File: src/rtl/sr_cmd_gen.sv
// sr_cmd_gen
// Upstream command stage for the srff set/reset flop. Two raw, noisy request
// levels are synchronised, debounced and edge-detected. Each rising edge
// queues a command as a pending flag. An arbitration FSM turns the pending
// flags into clean, mutually exclusive, spaced s/r pulses.
//
// Ports:
//   clk      in   system clock, rising edge
//   rst_n    in   asynchronous active-low reset
//   set_req  in   raw set request level (asynchronous to clk)
//   clr_req  in   raw clear request level (asynchronous to clk)
//   s        out  registered set pulse to the SR flop
//   r        out  registered reset pulse to the SR flop
//   busy     out  high whenever the FSM is not in IDLE
//   pend     out  registered pending flags {clr, set}
//   evt_cnt  out  [7:0] pulse event counter (only with SR_CMD_EVTCNT_EN)
//   evt_ovf  out  sticky wrap flag of evt_cnt (only with SR_CMD_EVTCNT_EN)
//
// Optional feature macro: SR_CMD_EVTCNT_EN adds evt_cnt/evt_ovf.

module sr_cmd_gen #(
  parameter int DEB_CYCLES = 4,
  parameter int PULSE_LEN  = 1,
  parameter int HOLDOFF    = 2,
  parameter int SET_PRIO   = 1
) (
  input  logic       clk,
  input  logic       rst_n,
  input  logic       set_req,
  input  logic       clr_req,
  output logic       s,
  output logic       r,
  output logic       busy,
  output logic [1:0] pend
`ifdef SR_CMD_EVTCNT_EN
  ,
  output logic [7:0] evt_cnt,
  output logic       evt_ovf
`endif
);

  localparam int DW   = $clog2(DEB_CYCLES) + 1;
  localparam int CMAX = (PULSE_LEN > HOLDOFF) ? PULSE_LEN : HOLDOFF;
  localparam int CW   = $clog2(CMAX) + 1;

  localparam logic [DW-1:0] DEB_LAST   = DW'(DEB_CYCLES - 1);
  localparam logic [CW-1:0] PULSE_LAST = CW'(PULSE_LEN - 1);
  localparam logic [CW-1:0] HOLD_LAST  = CW'((HOLDOFF > 0) ? HOLDOFF - 1 : 0);

  typedef enum logic [1:0] {
    IDLE,
    PULSE,
    HOLD
  } state_t;

  // Bit 0 is the set path, bit 1 the clear path, throughout.
  logic [1:0]    sync1_q, sync2_q;
  logic [1:0]    deb_q, deb_d;
  logic [1:0]    debPrev_q;
  logic [DW-1:0] debCnt_q [2];
  logic [DW-1:0] debCnt_d [2];
  logic [1:0]    rise;

  state_t        state_q, state_d;
  logic [CW-1:0] cnt_q, cnt_d;
  logic          s_q, s_d, r_q, r_d;
  logic [1:0]    pend_q, pend_d;
  logic [1:0]    consume;
  logic          issue;
  logic          pickSet;
  logic          pickAny;

  // Debounce: a level change is only accepted after the synchronised input
  // has differed from the debounced level for DEB_CYCLES consecutive cycles.
  always_comb begin
    for (int i = 0; i < 2; i++) begin
      deb_d[i]    = deb_q[i];
      debCnt_d[i] = debCnt_q[i];
      if (sync2_q[i] == deb_q[i]) begin
        debCnt_d[i] = '0;
      end else if (debCnt_q[i] == DEB_LAST) begin
        deb_d[i]    = sync2_q[i];
        debCnt_d[i] = '0;
      end else begin
        debCnt_d[i] = debCnt_q[i] + 1'b1;
      end
    end
  end

  always_ff @(posedge clk or negedge rst_n) begin
    if (!rst_n) begin
      sync1_q   <= '0;
      sync2_q   <= '0;
      deb_q     <= '0;
      debPrev_q <= '0;
      for (int i = 0; i < 2; i++) debCnt_q[i] <= '0;
    end else begin
      sync1_q   <= {clr_req, set_req};
      sync2_q   <= sync1_q;
      deb_q     <= deb_d;
      debPrev_q <= deb_q;
      for (int i = 0; i < 2; i++) debCnt_q[i] <= debCnt_d[i];
    end
  end

  assign rise = deb_q & ~debPrev_q;

  // Selection among pending commands; SET_PRIO breaks the tie.
  assign pickAny = |pend_q;
  assign pickSet = pend_q[0] & ((SET_PRIO != 0) | ~pend_q[1]);

  // Arbitration FSM. Every path that starts a pulse goes through 'issue',
  // which consumes the chosen pend bit and raises exactly one of s/r, so
  // s and r can never be high together.
  always_comb begin
    state_d = state_q;
    cnt_d   = cnt_q;
    s_d     = s_q;
    r_d     = r_q;
    consume = '0;
    issue   = 1'b0;
    case (state_q)
      IDLE: begin
        if (pickAny) issue = 1'b1;
      end
      PULSE: begin
        if (cnt_q == PULSE_LAST) begin
          s_d = 1'b0;
          r_d = 1'b0;
          if (HOLDOFF > 0) begin
            state_d = HOLD;
            cnt_d   = '0;
          end else if (pickAny) begin
            issue = 1'b1;
          end else begin
            state_d = IDLE;
          end
        end else begin
          cnt_d = cnt_q + 1'b1;
        end
      end
      HOLD: begin
        if (cnt_q == HOLD_LAST) begin
          if (pickAny) issue = 1'b1;
          else state_d = IDLE;
        end else begin
          cnt_d = cnt_q + 1'b1;
        end
      end
      default: state_d = IDLE;
    endcase
    if (issue) begin
      state_d = PULSE;
      cnt_d   = '0;
      s_d     = pickSet;
      r_d     = ~pickSet;
      consume = pickSet ? 2'b01 : 2'b10;
    end
  end

  // A rise arriving on the edge its bit is consumed stays pending, so it
  // is not lost; a rise onto an already-set bit simply coalesces.
  assign pend_d = rise | (pend_q & ~consume);

  always_ff @(posedge clk or negedge rst_n) begin
    if (!rst_n) begin
      state_q <= IDLE;
      cnt_q   <= '0;
      s_q     <= 1'b0;
      r_q     <= 1'b0;
      pend_q  <= '0;
    end else begin
      state_q <= state_d;
      cnt_q   <= cnt_d;
      s_q     <= s_d;
      r_q     <= r_d;
      pend_q  <= pend_d;
    end
  end

  assign s    = s_q;
  assign r    = r_q;
  assign busy = (state_q != IDLE);
  assign pend = pend_q;

`ifdef SR_CMD_EVTCNT_EN
  logic [7:0] evtCnt_q;
  logic       evtOvf_q;

  // Counts pulse entries; wraps 255->0 and latches the wrap until reset.
  always_ff @(posedge clk or negedge rst_n) begin
    if (!rst_n) begin
      evtCnt_q <= '0;
      evtOvf_q <= 1'b0;
    end else if (issue) begin
      evtCnt_q <= evtCnt_q + 8'd1;
      if (evtCnt_q == 8'hFF) evtOvf_q <= 1'b1;
    end
  end

  assign evt_cnt = evtCnt_q;
  assign evt_ovf = evtOvf_q;
`endif

endmodule
File: config.mk
export PLATFORM = sky130hd
export DESIGN_NAME = sr_cmd_gen
export DESIGN_NICKNAME = d
export VERILOG_FILES = /design/src/rtl/sr_cmd_gen.sv
export SDC_FILE = /design/constraint.sdc
export NUM_CORES = 1
export LEC_CHECK = 0
export ABC_AREA = 1
export BUFFER_PORTS_ARGS = -buffer_cell sky130_fd_sc_hd__buf_2
export CORE_ASPECT_RATIO = 0.9
export CORE_UTILIZATION = 47
export CTS_CLUSTER_DIAMETER = 30
export DETAILED_ROUTE_END_ITERATION = 12
export PLACE_DENSITY = 0.66
export SYNTH_ARGS = -nofsm -noshare
export SYNTH_HDL_FRONTEND = slang
export SYNTH_SLANG_ARGS = --single-unit
File: constraint.sdc
create_clock -name clk -period 1.7 [get_ports clk]
set_input_delay 0.255 -clock clk [delete_from_list [all_inputs] [get_ports clk]]
set_output_delay 0.255 -clock clk [all_outputs]
set_load 0.01 [all_outputs]
==> run metrics, run 1 <==
status=completed; I/O Pins=9; Comb power frac=38.4%; max layer used=met4; HP Class=in2reg; synth unique cells=20; setup TNS=0 ns; WL met1=676 µm; final setup fails=0; fill count=143; GRT overflow=0; fin. max-slew vios=0; met2 routed WL=585 µm; synth-to-layout area growth=14.2%; Tot GR Track Use=16.2%; vias=611; Synth area leaders=dfrtp_1 (59%), nand2_1 (8.5%), ha_1 (6.7%); ANT cells=0; H-tree depth=1; first-pass GRT wire length=2.50 mm; core area=1770 µm²; DR vias/cell=4.74; sequential share of power=between 40% and 50%; WS Path Type=reg2out; Final Critical Period=1.32 ns; DRC=0; Clock power frac=between 10% and 20%; row count=14; GPL Wtd Cong=0.893; hold_ws=0.0410 ns; DR WL met3=60 µm; Num CTS Buffers=3; Synth warnings=0; Die Width=just under 50 µm; Yosys top cell by area=dfrtp_1; FF-to-FF path depth=9; CP max FO=6; RSZ-0062 raised after global routing=false; slew margin rel.=between 60% and 70%; Worst-path clk slew=0.12 ns; mean post-synth cell area=10.1 µm²; Fin. Hold Viols=0; pin count of the biggest net entering global routing=23; synthesized area=932 µm²; #FFs+latches synth=22; post-synth net total=around 100; P_leak=0.557 nW; Seq/Total Area, Yosys=between 50% and 60%; Avg WL per Cell=10.4 µm; Tot Pwr=0.00196 W; worst vdd ir=996 µV; clk buf depth=2; clk_lat worst skew=0.31 ns; clk sinks=22; placed cell areas=1000 µm²; hold path depth=1; Die ar.=2170 µm²; maximum clock frequency=around 0.76 GHz; final WL=1.34 mm; switching portion of total power=37.4%; PortBufs=8; # nets final=115; CTS tree=done; first-pass detailed-route iteration total=4; Post-Route Skew=0.00631 ns; fin area=1060 µm²; vias in the first global route=between 500 and 600; Initial Util=52.7%; worst-margin pin slew=roughly 0.47 ns; Mapped Cells=92; final core utilization=60.2%; max cap viols=0; startpoint types=flip-flop; P per Cell Area=about 1800 nW/µm²; Critical Path End Type=primary output; P_sw=0.000735 W; initial antenna violation count=0; antenna viol nets, final=0; Die Height=44.3 µm; Clock Tree Root=clkbuf_4; worst path required time=1.44 ns; fin crit share=77.4%; Power Internal=0.00123 W; initial drt markers=16; share of layout cells above drive strength 1=approximately 22%; Synth top area share=59.1%; dpl hpwl=slightly below 1 mm; critical path arrival=1.06 ns
[cell usage in the layout, fill, tap and decap left out]
master / Yosys / routed
dfrtp_1: 22 / 22
nand2_1: 21 / 21
inv_1: 11 / 11
buf_2: 0 / 8
nand2_2: 5 / 5
ha_1: 5 / 5
inv_2: 4 / 4
nor2_1: 4 / 4
nand3_1: 3 / 3
clkbuf_4: 0 / 3
xnor2_1: 2 / 2
nor3b_1: 2 / 2
nor3_1: 2 / 2
nand4_1: 2 / 2
o211ai_1: 2 / 2
nor2_4: 1 / 1
o22ai_1: 1 / 1
nand3_2: 1 / 1
o21ai_1: 1 / 1
a21oi_1: 1 / 1
mux2_1: 1 / 1
clkinv_1: 1 / 1
bufinv_16: 0 / 1
dlygate4sd3_1: 0 / 1
[repair_timing]
item,CTS,global route
endpoints found under the setup margin,0,0
setup buffers,0,0
hold buffers,1,0
hold endpoints to repair,22,0
resized for setup,0,0
[power by group through the flow]
stage               clock [W]  combinational [W]  sequential (W)
finish               0.000390           0.000754        0.000819
global route         0.000423           0.000878        0.000843
CTS                  0.000406           0.000763        0.000821
detailed placement          0           0.000752        0.000830
global placement            0           0.000732        0.000823
floorplan                   0           0.000551        0.000832
[registers in the layout (all words and copies together) (netlist names)]
signal and count:
debCnt_q 6, sync2_q 2, r 1, debPrev_q 2, sync1_q 2, deb_q 2
state_q 2, pend 2, s 1, cnt_q 2
[final timing paths]
check,slack [ns],end,start
setup reg to reg,0.42,pend[1]$_DFF_PN0_,cnt_q[1]$_DFFE_PN0P_
hold / removal,0.04,sync1_q[1]$_DFF_PN0_,clr_req
hold reg to reg,0.36,sync2_q[0]$_DFF_PN0_,sync1_q[0]$_DFF_PN0_
setup / recovery,0.38,busy,state_q[0]$_DFFE_PN0P_
max in group asynchronous,0.96,debPrev_q[0]$_DFF_PN0_,rst_n
min in group asynchronous,0.42,debPrev_q[1]$_DFF_PN0_,rst_n
[cell families after synthesis]
group | synth area share (%)
flops | 59.1
simple gates | 21.3
xor+xnor | 1.88
mux | 1.21
compound gates | 3.35
buf+inv | 6.44
fa+ha+maj | 6.71
[per-stage QoR]
| stage | setup slack (ns) | instances |
|---|---|---|
| final | 0.385 | 129 |
| after global routing | 0.281 | 129 |
| after CTS | 0.368 | 129 |
| after detailed placement | 0.460 | 124 |
| after global placement | 0.479 | 124 |
| after floorplan | 0.571 | 92 |
[cell type report]
type / instances / area [µm²] / share of cell area (%)
flip-flops and latches: 22 / 551 / 51.7
multi-input cells: 54 / 322 / 30.2
inverters: 16 / 60.1 / 5.64
repair buffers: 9 / 50.0 / 4.70
clock inverters: 1 / 30.0 / 2.82
well taps: 24 / 30.0 / 2.82
clock buffers: 3 / 22.5 / 2.12
[per-layer routing]
| layer | global-route usage (%) | up-vias |
|---|---|---|
| li1 | - | 316 |
| met1 | 19.3 | 277 |
| met2 | 26.7 | 14 |
| met3 | 6.19 | 4 |
| met4 | 7.06 | 0 |
| met5 | 0 | - |
[worst max-delay path, cell delays in order (launching register included)]
cell     delay [ns]
dfrtp_1        0.43
inv_2          0.13
nand2_1        0.06
buf_2          0.13
[cells in the mapped netlist]
cell / instances
xnor2_1: 2
nor2_1: 4
o21ai_1: 1
inv_1: 11
a21oi_1: 1
nand2_1: 21
o211ai_1: 2
nand3_2: 1
inv_2: 4
dfrtp_1: 22
nand2_2: 5
nor3_1: 2
nor3b_1: 2
nand3_1: 3
mux2_1: 1
nor2_4: 1
o22ai_1: 1
ha_1: 5
clkinv_1: 1
nand4_1: 2
Note: power is estimated with default switching activity, not from simulation.
==> run 2, diff against run 1 <==
clock period = 1.3 ns   (was 1.7 ns; I/O delays follow)
==> run 2 against run 1 <==
  * Worst setup slack worse by 0.32 ns
  * Register-to-register slack worse by 0.36 ns
  * Critical path depth is 5 higher
  * Clock skew hardly changed
  * Combinational power is 62% higher
  * Sequential cell count stayed put
  * Global-route usage is 0.15 points higher
  * Final area is 8.9% higher
  * Routed wire length is 15% higher
==> run metrics, run 2 (synthesized netlist as in run 1, its figures left out) <==
CTS tree=done; dpl hpwl=984 µm; # nets final=123; Worst-path clk slew=around 0.12 ns; setup TNS=0 ns; initial drt markers=12; ANT cells=0; Worst path depth=8; final core utilization=about two thirds; most frequent cells in the layout=dfrtp_1 (22), nand2_1 (19), inv_1 (9), buf_2 (8); slew margin rel.=between 60 and 70%; FF-to-FF path depth=8; I/O Pins=9; DR vias/cell=4.72; P_leak=0.597 nW; Worst Slack Setup Final=0.0638 ns; placed cell areas=about 1000 µm²; DRC=0; first-pass GRT wire length=2.53 mm; cell family with most CP delay=flip-flops; first-pass detailed-route iteration total=4; Die ar.=2170 µm²; critical path's slowest cell=dfrtp_1; Reg2Reg Capture Point=cnt_q[1]$_DFFE_PN0P_; GPL Wtd Cong=0.893; antenna viol nets, final=0; clk sinks=22; Worst setup endpoint=cnt_q[1]$_DFFE_PN0P_; clk buf depth=2; RSZ-0062 raised after global routing=true; hold_ws=0.356 ns; Critical Path End Type=flip-flop; Reg with most FFs=debCnt_q; fin. max-slew vios=0; startpoint types=flip-flop; Num CTS Buffers=3; synth-to-layout area growth=24.4%; PortBufs=8; worst-margin pin slew=between 0.4 and 0.5 ns; fin area=1160 µm²; RR Startpoint=cnt_q[0]$_DFFE_PN0P_; final setup fails=0; clk_lat worst skew=0.31 ns; max reg flops=6; vias in the first global route=586; GRT overflow=0; most common cell after layout, fill and taps aside=dfrtp_1; CP max FO=4; row count=14; critical path arrival=1.45 ns; Die Width=48.9 µm; worst vdd ir=1350 µV; P per Cell Area=2420 nW/µm²; Tot GR Track Use=~16%; max cap viols=0; fin crit share=between 90 and 100%; dpl ws=0.0604 ns; Die Height=44.3 µm; vias=646; final WL=1.55 mm; Clock Tree Root=clkbuf_4; CP max stage delay=0.46 ns; Crit path buffers/inverters=3; reg-to-reg setup timing slack=0.06 ns; core area=1770 µm²; Avg WL per Cell=between 10 and 15 µm; fill count=131; H-tree depth=1; pin count of the biggest net entering global routing=23; maximum clock frequency=0.809 GHz; WS Path Type=reg2reg; HP Class=in2async; share of layout cells above drive strength 1=approximately 31%; worst-path cell chain=ha_4 -> inv_2 -> nand2_4 -> clkinv_1 -> nand2_2 -> buf_4 -> nand4_1 -> nand2_1; Final Critical Period=1.24 ns; initial antenna violation count=0; Critical Path Start=cnt_q[0]$_DFFE_PN0P_; Post-Route Skew=0.00678 ns; Fin. Hold Viols=0; worst path required time=1.52 ns; Initial Util=52.7%; status=completed
run 2: changes by cell type in the layout (fill, tap and decap cells not counted), sizes merged:
| cell | change |
|---|---|
| dlygate4sd3 | +2 |
| buf | +6 |
run 2: metal layers:
layer	vias up	share of wire (%)	global-route usage [%]
li1	331	-	-
met1	295	49	19.3
met2	14	45	27.2
met3	6	3.7	6.19
met4	0	2.9	7.06
met5	-	0	0
run 2: how the worst min path moves through the flow:
| stage | end | cells after the start | slack, ns |
|---|---|---|---|
| after floorplan | cnt_q[0]$_DFFE_PN0P_ | 0 | -0.10 |
| after global placement | debCnt_q[5]$_DFF_PN0_ | 1 | 0.18 |
| after CTS | sync2_q[0]$_DFF_PN0_ | 2 | 0.36 |
| after global routing | sync2_q[1]$_DFF_PN0_ | 0 | 0.37 |
| final | debCnt_q[3]$_DFF_PN0_ | 2 | 0.36 |
| after detailed placement | debCnt_q[5]$_DFF_PN0_ | 1 | 0.18 |
run 2: power by group:
part	leakage [nW]	switching, W	internal [W]
Combinational	0.298	0.000702	0.000521
Sequential	0.271	0.000153	0.000917
Clock	0.0279	0.000201	0.000312
Total	0.597	0.00106	0.00175
run 2: repair_timing:
| action | 4_1_cts | 5_1_grt |
|---|---|---|
| gates resized for setup | 0 | 9 |
| buffers inserted | 0 | 6 |
| hold endpoints to repair | 24 | 0 |
| setup endpoints to repair | 0 | 6 |
| hold buffers | 3 | 0 |
run 2: cell type report:
cell class	instances	area, µm²	share of cell area (%)
clock inverter	1	30.0	2.59
sequential	22	551	47.5
inverter	16	60.1	5.18
multi-input combinational	54	352	30.3
clock buffer	3	22.5	1.94
tap	24	30.0	2.59
timing repair buffer	17	115	9.92
run 2: through the flow:
step	instances	power [W]
global route	137	0.00304
CTS	131	0.00261
finish	137	0.00281
floorplan	92	0.00181
global placement	124	0.00203
detailed placement	124	0.00207
==> run 3, diff against run 2 <==
--- a/constraint.sdc
+++ b/constraint.sdc
@@ -3,2 +3,2 @@
 set_output_delay 0.195 -clock clk [all_outputs]
-set_load 0.01 [all_outputs]
+set_load 0.02 [all_outputs]
==> run 3 against run 2 <==
  * Critical path depth rose by 1
  * Global-route usage is the same
  * Worst setup slack got worse by 0.0029 ns
  * First-iteration DRC count is the same
  * Clock power barely moved
  * Critical endpoint is now pend[1]$_DFF_PN0_
  * Non-clock buffer count unchanged
  * Core utilization is the same
  * Sequential cell count did not move
==> run metrics, run 3 (synthesized netlist as in run 1, its figures left out) <==
status=completed; H-tree depth=1; HP Class=in2async; P per Cell Area=2470 nW/µm²; DRC=0; core area=1770 µm²; vias=~650; I/O Pins=9; initial drt markers=12; FF-to-FF path depth=9; final setup fails=0; clk sinks=22; first-pass detailed-route iteration total=4; worst path required time=1.51 ns; maximum clock frequency=0.807 GHz; most common cell after layout, fill and taps aside=dfrtp_1; setup TNS=0 ns; GRT overflow=0; WS Path Type=reg2reg; Tot Pwr=0.00287 W; initial antenna violation count=0; fin crit share=95.3%; critical path arrival=1.45 ns; Critical Path End Type=flip-flop; Num CTS Buffers=3; CP max FO=4; Fin. Hold Viols=0; pin count of the biggest net entering global routing=23; dpl hpwl=984 µm; Final Critical Period=1.24 ns; Die Height=~44 µm; P_leak=0.597 nW; GPL Wtd Cong=0.893; Die Width=48.9 µm; most frequent cells in the layout=dfrtp_1 (22), nand2_1 (19), inv_1 (9), buf_2 (8); max cap viols=0; Tot GR Track Use=16.4%; clk buf depth=2; Die ar.=2170 µm²; vias in the first global route=roughly 600; final WL=between 1.5 and 2 mm; Reg with most FFs=debCnt_q; Clock Tree Root=clkbuf_4; DR vias/cell=about 4.7; antenna viol nets, final=0; Post-Route Skew=0.00695 ns; first-pass GRT wire length=around 2.5 mm; startpoint types=flip-flop; row count=14; clk_lat worst skew=0.31 ns; ANT cells=0; synth-to-layout area growth=24.4%; CTS tree=done; Worst-path clk slew=0.12 ns; share of layout cells above drive strength 1=31.0%; Avg WL per Cell=11.2 µm; # nets final=about 120; Initial Util=52.7%; PortBufs=8; max reg flops=6; RSZ-0062 raised after global routing=true; fin. max-slew vios=0; worst vdd ir=approximately 1400 µV; worst-margin pin slew=approximately 0.47 ns; slew margin rel.=68.8%
run 3: cell counts in the layout (fill, tap and decap cells not counted):
No cell type changed its count.
run 3: layer usage:
layer / vias to the layer above / wire length [µm] / track usage [%]
met5: - / 0 / 0
met4: 0 / 45 / 7.06
met3: 6 / 64 / 6.19
met2: 16 / 688 / 27.2
met1: 293 / 741 / 19.3
li1: 331 / - / -
run 3: final timing paths:
| path | to | slack [ns] | start |
|---|---|---|---|
| max reg2reg | pend[1]$_DFF_PN0_ | 0.06 | cnt_q[1]$_DFFE_PN0P_ |
| min | debCnt_q[3]$_DFF_PN0_ | 0.36 | rst_n |
| min in group clk | sync2_q[0]$_DFF_PN0_ | 0.36 | sync1_q[0]$_DFF_PN0_ |
| max in group asynchronous | r$_DFFE_PN0P_ | 0.62 | rst_n |
| min reg2reg | sync2_q[0]$_DFF_PN0_ | 0.36 | sync1_q[0]$_DFF_PN0_ |
| max | pend[1]$_DFF_PN0_ | 0.06 | cnt_q[1]$_DFFE_PN0P_ |
run 3: power breakdown:
part           internal [W]  switching, W  total, W
clock network      0.000312      0.000200  0.000512
registers          0.000917      0.000153   0.00107
logic              0.000522      0.000762   0.00128
total               0.00175       0.00111   0.00287
run 3: critical path, stage by stage (launching register included):
cell and delay (ns):
dfrtp_1 0.43, inv_2 0.09, ha_4 0.12, inv_2 0.04, nand2_4 0.07, nand2_4 0.06
nor2_4 0.15, nand2_2 0.08, nand2_2 0.06, nand2_1 0.05
run 3: timing repair:
item                       in CTS  in global routing
hold endpoints to repair       24                  0
resized for setup               0                  9
hold buffers                    3                  0
buffers inserted                0                  6
setup endpoints to repair       0                  6
run 3: per-stage QoR:
stage	utilization (%)	area, µm²	cells	hold slack [ns]	setup slack [ns]
floorplan	-	932	92	-0.101	0.171
global placement	56.6	1000	124	0.177	0.0786
detailed placement	56.6	1000	124	0.177	0.0604
CTS	61.3	1080	131	0.359	0.00287
global route	65.6	1160	137	0.373	-0.0259
finish	65.6	1160	137	0.356	0.0609
run 3: area by class of cell:
type	instances	area, µm²
Tap cell	24	30.0
Clock inverter	1	30.0
Sequential cell	22	551
Multi-Input combinational cell	54	352
Clock buffer	3	22.5
Inverter	16	60.1
Timing Repair Buffer	17	115
Fill cell	131	609
